### config.mk
export PLATFORM = sky130hd
export DESIGN_NAME = dma_fifo_ctrl_flat
export DESIGN_NICKNAME = d
export VERILOG_FILES = /design/src/rtl/dma_fifo_ctrl_if.sv /design/src/rtl/dma_fifo_ctrl.sv /design/src/flat_wrapper.sv
export SDC_FILE = /design/constraint.sdc
export NUM_CORES = 1
export LEC_CHECK = 0
export BUFFER_PORTS_ARGS = -buffer_cell sky130_fd_sc_hd__buf_2
export CORE_MARGIN = 5
export CORE_UTILIZATION = 44
export DETAILED_ROUTE_END_ITERATION = 16
export GPL_ROUTABILITY_DRIVEN = 0
export PLACE_DENSITY_LB_ADDON = 0.25
export SYNTH_ARGS = -nofsm -noshare
export SYNTH_HDL_FRONTEND = slang
export SYNTH_SLANG_ARGS = --single-unit
export TNS_END_PERCENT = 100
### constraint.sdc
create_clock -name iClk -period 3.9 [get_ports iClk]
set_clock_uncertainty 0.05 [all_clocks]
set_input_delay 0.585 -clock iClk [delete_from_list [all_inputs] [get_ports iClk]]
set_output_delay 0.585 -clock iClk [all_outputs]
set_load 0.02 [all_outputs]
### src/rtl/dma_fifo_ctrl_if.sv
// Bus bundle for the DMA controller: Avalon-MM read master, write master and FIFO port.
// Valid/ready: a read or write request is taken on any clock edge where its request is high and waitrequest is low.
interface dma_fifo_ctrl_if #(
    parameter int ADDR_W = 32
);
    logic [ADDR_W-1:0] rd_address;
    logic              rd_read;
    logic              rd_waitrequest;
    logic              rd_readdatavalid;
    logic [31:0]       rd_readdata;
    logic [ADDR_W-1:0] wr_address;
    logic              wr_write;
    logic [31:0]       wr_writedata;
    logic              wr_waitrequest;
    logic              FF_writerequest;
    logic [31:0]       FF_data;
    logic              FF_readrequest;
    logic [31:0]       FF_q;
    logic              FF_empty;
    logic              FF_almostfull;

    modport master (
        output rd_address, rd_read,
        input  rd_waitrequest, rd_readdatavalid, rd_readdata,
        output wr_address, wr_write, wr_writedata,
        input  wr_waitrequest,
        output FF_writerequest, FF_data, FF_readrequest,
        input  FF_q, FF_empty, FF_almostfull
    );

    modport slave (
        input  rd_address, rd_read,
        output rd_waitrequest, rd_readdatavalid, rd_readdata,
        input  wr_address, wr_write, wr_writedata,
        output wr_waitrequest,
        input  FF_writerequest, FF_data, FF_readrequest,
        output FF_q, FF_empty, FF_almostfull
    );
endinterface

### src/rtl/dma_fifo_ctrl.sv
// Sequences one memory-to-memory DMA transfer: the read master fills the shared FIFO,
// the write master drains it; reads are credited against the FIFO level so pushes never overflow.
module dma_fifo_ctrl #(
    parameter int ADDR_W     = 32,
    parameter int LEN_W      = 16,
    parameter int FIFO_DEPTH = 256,
    parameter int HEADROOM   = 8,
    parameter int MAX_PEND   = 4
) (
    input  logic              iClk,
    input  logic              iReset_n,
    input  logic [ADDR_W-1:0] cfg_src,
    input  logic [ADDR_W-1:0] cfg_dst,
    input  logic [LEN_W-1:0]  cfg_len,
    input  logic              start,
    output logic              busy,
    output logic              done,
    output logic [1:0]        dbg_state,
    output logic              dbg_push_af,
    dma_fifo_ctrl_if.master   bus
);
    localparam int LVL_W  = $clog2(FIFO_DEPTH + 1);
    localparam int PEND_W = $clog2(MAX_PEND + 1);
    localparam int SUM_W  = LVL_W + 1;
    localparam int CREDIT = FIFO_DEPTH - HEADROOM;

    typedef enum logic [1:0] {
        S_IDLE = 2'd0,
        S_XFER = 2'd1,
        S_DONE = 2'd2
    } state_t;

    state_t            state_q, state_d;
    logic [ADDR_W-1:0] rd_addr_q, wr_addr_q;
    logic [LEN_W-1:0]  rd_left_q, wr_left_q, rd_left_n;
    logic [PEND_W-1:0] pend_q, pend_n;
    logic [LVL_W-1:0]  lvl_q, lvl_n;
    logic              rd_read_q, rd_read_d;
    logic              rd_acc, push, pop, wr_write_c;
    logic              credit_ok;

    always_ff @(posedge iClk or negedge iReset_n) begin
        if (!iReset_n) state_q <= S_IDLE;
        else           state_q <= state_d;
    end

    always_comb begin
        state_d = state_q;
        case (state_q)
            S_IDLE:  if (start) state_d = S_XFER;
            S_XFER:  if (wr_left_q == '0) state_d = S_DONE;
            S_DONE:  state_d = S_IDLE;
            default: state_d = S_IDLE;
        endcase
    end

    always_comb begin
        busy       = 1'b0;
        done       = 1'b0;
        wr_write_c = 1'b0;
        case (state_q)
            S_XFER: begin
                busy       = 1'b1;
                wr_write_c = !bus.FF_empty && (wr_left_q != '0);
            end
            S_DONE: begin
                busy = 1'b1;
                done = 1'b1;
            end
            default: ;
        endcase
    end

    // Returns without an outstanding read are protocol errors and are dropped.
    assign rd_acc    = rd_read_q & ~bus.rd_waitrequest;
    assign push      = bus.rd_readdatavalid & (pend_q != '0);
    assign pop       = wr_write_c & ~bus.wr_waitrequest;
    assign pend_n    = pend_q + PEND_W'(rd_acc) - PEND_W'(push);
    assign lvl_n     = lvl_q + LVL_W'(push) - LVL_W'(pop);
    assign rd_left_n = rd_left_q - LEN_W'(rd_acc);

    // Credit is judged on post-edge counts so a new request can never overcommit the FIFO.
    assign credit_ok = ({1'b0, lvl_n} + SUM_W'(pend_n)) < SUM_W'(CREDIT);
    assign rd_read_d = (rd_read_q & bus.rd_waitrequest) |
                       ((state_q == S_XFER) && (rd_left_n != '0) &&
                        (pend_n < PEND_W'(MAX_PEND)) && credit_ok);

    always_ff @(posedge iClk or negedge iReset_n) begin
        if (!iReset_n) begin
            rd_addr_q <= '0;
            wr_addr_q <= '0;
            rd_left_q <= '0;
            wr_left_q <= '0;
            pend_q    <= '0;
            lvl_q     <= '0;
            rd_read_q <= 1'b0;
        end else begin
            rd_read_q <= rd_read_d;
            pend_q    <= pend_n;
            lvl_q     <= lvl_n;
            if ((state_q == S_IDLE) && start) begin
                rd_addr_q <= cfg_src;
                wr_addr_q <= cfg_dst;
                rd_left_q <= cfg_len;
                wr_left_q <= cfg_len;
            end else begin
                if (rd_acc) begin
                    rd_addr_q <= rd_addr_q + ADDR_W'(4);
                    rd_left_q <= rd_left_n;
                end
                if (pop) begin
                    wr_addr_q <= wr_addr_q + ADDR_W'(4);
                    wr_left_q <= wr_left_q - LEN_W'(1);
                end
            end
        end
    end

    assign bus.rd_address      = rd_addr_q;
    assign bus.rd_read         = rd_read_q;
    assign bus.wr_address      = wr_addr_q;
    assign bus.wr_write        = wr_write_c;
    assign bus.wr_writedata    = bus.FF_q;
    assign bus.FF_writerequest = push;
    assign bus.FF_data         = bus.rd_readdata;
    assign bus.FF_readrequest  = pop;
    assign dbg_state           = state_q;
    assign dbg_push_af         = push & bus.FF_almostfull;
endmodule

### src/flat_wrapper.sv
// flat-port wrapper written by rule: the top's interface ports become plain ports
module dma_fifo_ctrl_flat 
#(
    parameter int ADDR_W     = 32,
    parameter int LEN_W      = 16,
    parameter int FIFO_DEPTH = 256,
    parameter int HEADROOM   = 8,
    parameter int MAX_PEND   = 4
)
  (iClk, iReset_n, cfg_src, cfg_dst, cfg_len, start, busy, done, dbg_state, dbg_push_af, bus_rd_address, bus_rd_read, bus_rd_waitrequest, bus_rd_readdatavalid, bus_rd_readdata, bus_wr_address, bus_wr_write, bus_wr_writedata, bus_wr_waitrequest, bus_FF_writerequest, bus_FF_data, bus_FF_readrequest, bus_FF_q, bus_FF_empty, bus_FF_almostfull);
  dma_fifo_ctrl_if #(.ADDR_W(ADDR_W)) bus_i ();
  input  logic iClk;
  input  logic iReset_n;
  input  logic [ADDR_W-1:0] cfg_src;
  input  logic [ADDR_W-1:0] cfg_dst;
  input  logic [LEN_W-1:0] cfg_len;
  input  logic start;
  output logic busy;
  output logic done;
  output logic [1:0] dbg_state;
  output logic dbg_push_af;
  output wire logic [$bits(bus_i.rd_address)-1:0] bus_rd_address;
  output wire logic [$bits(bus_i.rd_read)-1:0] bus_rd_read;
  input wire logic [$bits(bus_i.rd_waitrequest)-1:0] bus_rd_waitrequest;
  input wire logic [$bits(bus_i.rd_readdatavalid)-1:0] bus_rd_readdatavalid;
  input wire logic [$bits(bus_i.rd_readdata)-1:0] bus_rd_readdata;
  output wire logic [$bits(bus_i.wr_address)-1:0] bus_wr_address;
  output wire logic [$bits(bus_i.wr_write)-1:0] bus_wr_write;
  output wire logic [$bits(bus_i.wr_writedata)-1:0] bus_wr_writedata;
  input wire logic [$bits(bus_i.wr_waitrequest)-1:0] bus_wr_waitrequest;
  output wire logic [$bits(bus_i.FF_writerequest)-1:0] bus_FF_writerequest;
  output wire logic [$bits(bus_i.FF_data)-1:0] bus_FF_data;
  output wire logic [$bits(bus_i.FF_readrequest)-1:0] bus_FF_readrequest;
  input wire logic [$bits(bus_i.FF_q)-1:0] bus_FF_q;
  input wire logic [$bits(bus_i.FF_empty)-1:0] bus_FF_empty;
  input wire logic [$bits(bus_i.FF_almostfull)-1:0] bus_FF_almostfull;
  assign bus_rd_address = bus_i.rd_address;
  assign bus_rd_read = bus_i.rd_read;
  assign bus_i.rd_waitrequest = bus_rd_waitrequest;
  assign bus_i.rd_readdatavalid = bus_rd_readdatavalid;
  assign bus_i.rd_readdata = bus_rd_readdata;
  assign bus_wr_address = bus_i.wr_address;
  assign bus_wr_write = bus_i.wr_write;
  assign bus_wr_writedata = bus_i.wr_writedata;
  assign bus_i.wr_waitrequest = bus_wr_waitrequest;
  assign bus_FF_writerequest = bus_i.FF_writerequest;
  assign bus_FF_data = bus_i.FF_data;
  assign bus_FF_readrequest = bus_i.FF_readrequest;
  assign bus_i.FF_q = bus_FF_q;
  assign bus_i.FF_empty = bus_FF_empty;
  assign bus_i.FF_almostfull = bus_FF_almostfull;
  dma_fifo_ctrl #(.ADDR_W(ADDR_W), .LEN_W(LEN_W), .FIFO_DEPTH(FIFO_DEPTH), .HEADROOM(HEADROOM), .MAX_PEND(MAX_PEND)) u_core (.iClk(iClk), .iReset_n(iReset_n), .cfg_src(cfg_src), .cfg_dst(cfg_dst), .cfg_len(cfg_len), .start(start), .busy(busy), .done(done), .dbg_state(dbg_state), .dbg_push_af(dbg_push_af), .bus(bus_i));
endmodule
# After elaboration in Yosys (flattened, before gate mapping)
# Index checks and enable logic that the tools add are counted.
# word_totals
mem_count	0
ram_bits	0
rom_bits	0
in_bits	152
output_inout_bits	137
word_cells	60
latch_bits	0
ff_bits	111
# op_classes
add_sub_neg	9
order_cmp	2
n_mux	14
n_mul	0
reduce_logical	15
eq_ne	4
bitwise_logic	8
shift	0
n_div	0
# op_table
cell	n
two-way mux 32 bit	4
adder 32 x 3 -> 32 bit, second input constant	2
two-way mux 16 bit	4
nonzero test 16 bit	2
zero test 16 bit	1
subtractor 16 x 1 -> 16 bit	1
subtractor 16 x 1 -> 16 bit, second input constant	1
adder 9 x 3 -> 10 bit	1
< comparator 10 x 8 -> 1 bit, second input constant	1
adder 9 x 1 -> 9 bit	1
subtractor 9 x 1 -> 9 bit	1
AND 1 bit	5
logical AND 1 bit	5
two-way mux 2 bit	2
one-hot mux 2 bit (2 select lines)	1
nonzero test 2 bit	2
adder 3 x 1 -> 3 bit	1
< comparator 3 bit, second input constant	1
two-way mux 1 bit	3
nonzero test 3 bit	1
subtractor 3 x 1 -> 3 bit	1
equality test 2 x 1 -> 1 bit, second input constant	1
equality test 2 bit, second input constant	1
zero test 2 bit	1
7 further kinds	8

# Logic depth before layout (Yosys ltp)
# depth
word_depth	9
ltp_mapped	16
ltp_nobuf	16

# Least setup slack after synthesis
# Ideal clock, no wire load.
# synth_timing
kind	reg2reg
start	reg u_core.wr_left_q[7]
end	reg u_core.rd_read_q (netlist: u_core.bus.rd_read)
path_slack_ps	31
period_less_slack_ps	3869
setup_time_ps	122
path_stages_with_launch	15
t_arrival_ps	3697
required_ps	3728
path_buffers	0
path_cell_list	dfrtp_1 > or4_4 > or3_4 > o211ai_2 > inv_2 > ha_1 > inv_1 > ha_1 > fa_1 > a211o_1 > a211oi_1 > nor2_1 > nor2b_1 > nand4_1 > a32o_1
# synth_between
elab_chain_cells	9
# synth_lines
item	line	rtl
start, declared	dma_fifo_ctrl.sv:35	logic [LEN_W-1:0] rd_left_q, wr_left_q, rd_left_n;
start signal, assigned	dma_fifo_ctrl.sv:105	wr_left_q <= cfg_len;
start signal, assigned	dma_fifo_ctrl.sv:113	wr_left_q <= wr_left_q - LEN_W'(1);
nonzero test 16 bit	dma_fifo_ctrl.sv:64	wr_write_c = !bus.FF_empty && (wr_left_q != '0);
logical AND 1 bit	dma_fifo_ctrl.sv:64	
two-way mux 1 bit	dma_fifo_ctrl.sv:61	case (state_q)
AND 1 bit	dma_fifo_ctrl.sv:77	assign pop = wr_write_c & ~bus.wr_waitrequest;
via bus_FF_readrequest	flat_wrapper.sv:33	output wire logic [$bits(bus_i.FF_readrequest)-1:0] bus_FF_readrequest;
subtractor 9 x 1 -> 9 bit	dma_fifo_ctrl.sv:79	assign lvl_n = lvl_q + LVL_W'(push) - LVL_W'(pop);
via u_core.lvl_n[6]	dma_fifo_ctrl.sv:37	logic [LVL_W-1:0] lvl_q, lvl_n;
adder 9 x 3 -> 10 bit	dma_fifo_ctrl.sv:83	assign credit_ok = ({1'b0, lvl_n} + SUM_W'(pend_n)) < SUM_W'(CREDIT);
< comparator 10 x 8 -> 1 bit	dma_fifo_ctrl.sv:83	
logical AND 1 bit	dma_fifo_ctrl.sv:86	(pend_n < PEND_W'(MAX_PEND)) && credit_ok);
OR 1 bit	dma_fifo_ctrl.sv:84	assign rd_read_d = (rd_read_q & bus.rd_waitrequest) |
via u_core.rd_read_d	dma_fifo_ctrl.sv:38	logic rd_read_q, rd_read_d;
end signal, assigned	dma_fifo_ctrl.sv:98	rd_read_q <= rd_read_d;
end, declared	dma_fifo_ctrl.sv:38	
# The timed path passes the listed nets, and every way through them passes these cells.
# A chain may end at the register's enable or synchronous reset.

# Worst setup path in the final report
# layout_timing
start	reg u_core.wr_left_q[13]
end	reg u_core.rd_read_q (netlist: u_core.bus.rd_read)
# layout_between
elab_chain_cells	9
# layout_lines
item	line
nonzero test 16 bit	dma_fifo_ctrl.sv:64
logical AND 1 bit	dma_fifo_ctrl.sv:64
two-way mux 1 bit	dma_fifo_ctrl.sv:61
AND 1 bit	dma_fifo_ctrl.sv:77
subtractor 9 x 1 -> 9 bit	dma_fifo_ctrl.sv:79
via u_core.lvl_n[6]	dma_fifo_ctrl.sv:37
adder 9 x 3 -> 10 bit	dma_fifo_ctrl.sv:83
< comparator 10 x 8 -> 1 bit	dma_fifo_ctrl.sv:83
logical AND 1 bit	dma_fifo_ctrl.sv:86
OR 1 bit	dma_fifo_ctrl.sv:84
via u_core.rd_read_d	dma_fifo_ctrl.sv:38
# The timed path passes the listed nets, and every way through them passes these cells.

==> flow_metrics.py <==
metrics = {
    "synthesis": {
        "synth_common_cells": "dfrtp_1 (111), nand2_1 (102), buf_4 (64)",
        "yosysWarnings": 0,
        "synth_edf_count": 0,
        "ys_top_cells_by_area": "dfrtp_1 (40%), xnor2_1 (7.1%), buf_4 (6.9%)",
        "synthCells": 793,
        "seq_area_frac_synth_pct": 39.76,
        "syn_avg_cell_area_sq_um": 8.809,
        "syn-num-nets": 970,
        "synth_area_sq_um": 6985,
        "yosysMostFrequentCell": "dfrtp_1",
        "synth_ff_type": "dfrtp_1",
        "synth_top_area_share_pct": 39.76,
        "async_flop_share_pct": 100.0,
        "synthDistinctLibCells": 63,
        "ys_seq_elements": 111,
        "synth_area_leader_cell": "dfrtp_1",
    },
    "placed_design": {
        "dp.cells": 1084,
        "dp_slack_ps": -42.74,
        "post-dp-hpwl_um": 12610,
        "port_buffers": 160,
    },
    "setup_path": {
        "crit_required_ps": 4100,
        "critPathCaptureType": "flop",
        "cp.arrival_ps": 3940,
        "crit_type": "reg2reg",
        "path_max_fanout": 3,
        "startpoint_type": "flop",
        "crit_chain": "or4_4 > or3_4 > o211ai_2 > inv_2 > ha_1 > inv_1 > ha_2 > fa_2 > a211o_1 > a211oi_2 > nor2_1 > nor2b_1 > nand4_1 > a32o_1",
        "cp_slowest_cell": "or4_4",
        "max_stage_delay_ps": 520,
    },
    "timing": {
        "rsz0062_at_grt": "no",
        "post-route-period-util_pct": 95.90,
        "tightestPinTransition_ps": 1068,
        "fin_ws_ps": 159.8,
        "layout_min_cycle_time_ps": 3740,
        "clock.fmax_mhz": 267.4,
        "drv_slew": 0,
        "setup_viol": 0,
        "relSlewSlack_pct": 28.17,
        "finalHoldViolations": 0,
    },
    "route": {
        "via_per_inst": 5.171,
        "wl_um": 17210,
        "first_iter_violations": 279,
        "detail-route-antenna-nets": 0,
        "wl_per_cell_um": 15.58,
        "num_vias": 5714,
        "firstDrtPassIters": 4,
        "drc": 0,
    },
    "job": {
        "drv_cap": 0,
    },
    "floorplanning": {
        "die_h_um": 136,
        "core_area_sq_um": 15710,
        "die_w_um": 136,
        "die-area_sq_um": 18500,
        "rows": 46,
        "initial_utilization_pct": 44.46,
        "io_pins": 289,
    },
    "outcome": {
        "status": "finished, final reports clean",
    },
    "power_and_ir_drop": {
        "swShare_pct": 45.82,
        "seqPwrFrac_pct": 36.7,
        "p_int_mw": 3.475,
        "p_switching_mw": 2.939,
        "powerDensity_nw_per_um2": 813.5,
        "total_leakage_power_nw": 3.425,
        "irDropWorstVdd_mv": 0.3497,
        "clkPwrFrac_pct": 14.8,
        "share_comb_of_total_power_pct": 48.5,
    },
    "global_route": {
        "met1_usage_pct": 24.98,
        "grt_max_degree": 107,
        "grtUsageMet3_pct": 6.181,
        "grt_pass1_vias": 5522,
        "grt.busiest_layer": "met2",
        "overflow": 0,
        "antenna_found_initial": 2,
        "grt_pass1_wl_um": 27890,
        "grtUsageTotal_pct": 18.63,
        "use_met2_pct": 28.54,
    },
    "clock_tree": {
        "clock_latency_ps": 360,
        "ctsHoldBuffers": 0,
        "tritoncts": "built",
        "clkTransAtPathRegs_ps": 80,
        "cts_made_buffers": 9,
        "cts_sinks": 111,
        "clockBufferDepth": 2,
        "htree_levels": 3,
        "root_buffer": "clkbuf_16",
    },
    "finish": {
        "fin_cells": 1105,
        "fin_nets": 1060,
        "syn_to_final_growth_pct": 12.86,
        "layout-drive-gt1-share_pct": 23.76,
    },
    "worst_hold_path": {
        "hp-class": "in2async",
    },
}
==> critical path: cells and delay by family (launching register included) <==
kind,cells,cell delay [ps]
AOI/OAI and AO/OA,4,990
DFF,1,400
and+or+nand+nor,5,1270
adders and majority gates,3,840
buffers and inverters,2,100
==> cell families after synthesis <==
logic type | after synthesis | share of synthesized area [%]
AOI/OAI and AO/OA | 137 | 11.52
xor gates and xnor gates | 86 | 10.78
adders and majority gates | 25 | 4.693
buffers and inverters | 128 | 10.55
DFF | 111 | 39.76
muxes | 5 | 0.7344
and+or+nand+nor | 301 | 21.96
==> stage by stage <==
| step | hold WS, ps | power [mW] | util, % | TNS, ps | cell area (sq um) |
|---|---|---|---|---|---|
| floorplan | 239.4 | 4.555 | - | 0 | 6985 |
| global placement | 413.6 | 5.361 | 47.93 | 0 | 7531 |
| detailed placement | 407.5 | 5.437 | 47.93 | -42.74 | 7531 |
| CTS | 285.0 | 6.448 | 49.90 | 0 | 7840 |
| global route | 328.9 | 6.935 | 50.16 | 0 | 7881 |
| finish | 267.2 | 6.413 | 50.18 | 0 | 7884 |
==> routing by layer <==
| metal | part of all wire (%) | up-vias | routed length, um |
|---|---|---|---|
| li1 | - | 2828 | - |
| met1 | 45 | 2709 | 7675 |
| met4 | 2.0 | 4 | 344 |
| met2 | 47 | 142 | 8008 |
| met5 | 0.081 | - | 14 |
| met3 | 6.8 | 31 | 1169 |
==> layout by cell type, fill, tap and decap left out, drive strengths merged, types with 8 or more instances in the layout <==
cell type,n
buf,172
dfrtp,111
nand2,102
o21ai,59
xnor2,57
nor2,53
a21oi,39
inv,39
nor3,34
xor2,29
nand3,24
ha,23
nand4,17
and3,15
a31oi,11
nor4,11
clkbuf,10
or3,8
or4,8
==> path summary, 6_finish.rpt <==
| check | from | cells after the start | slack (ps) | end |
|---|---|---|---|---|
| setup / recovery | u_core.wr_left_q[13] | 14 | 160 | u_core.bus.rd_read |
| setup reg to reg | u_core.wr_left_q[13] | 14 | 160 | u_core.bus.rd_read |
| max in group asynchronous | iReset_n | 2 | 2790 | u_core.bus.rd_address[5] |
| min in group iClk | cfg_src[1] | 3 | 360 | u_core.bus.rd_address[1] |
| hold / removal | iReset_n | 1 | 270 | u_core.lvl_q[7] |
| hold reg to reg | u_core.bus.rd_address[1] | 2 | 440 | u_core.bus.rd_address[1] |
==> flip-flops by register name, summed over array words and instances, names as in the netlist <==
signal / cells
u_core.bus.rd_address: 32
u_core.dbg_state: 2
u_core.wr_left_q: 16
u_core.pend_q: 3
u_core.rd_left_q: 16
u_core.bus.wr_address: 32
u_core.bus.rd_read: 1
u_core.lvl_q: 9
==> power groups by stage <==
stage	clock network (mW)	registers, mW	logic, mW
2_1_floorplan	0	2.63	1.92
3_3_place_gp	0	2.35	3.01
3_5_place_dp	0	2.35	3.08
4_1_cts	0.976	2.35	3.13
5_1_grt	1.02	2.45	3.46
6_report	0.946	2.36	3.11
==> cell type report <==
class,instances,area (sq um)
timing repair buffer,172,905.9
fill,1529,7829
inverter,35,131.4
tap,216,270.3
clock inverter,6,60.06
clock buffer,10,239.0
sequential,111,2778
multi-input combinational,554,3497
antenna,1,2.502
==> repair_timing <==
item / CTS / global route
resized for setup: 1 / 5
setup endpoints to repair: 1 / 2
endpoints found under the hold margin: 0 / 0
pin swaps: 1 / 7
setup buffers: 1 / 3
Power figures use the tool's default switching activity.
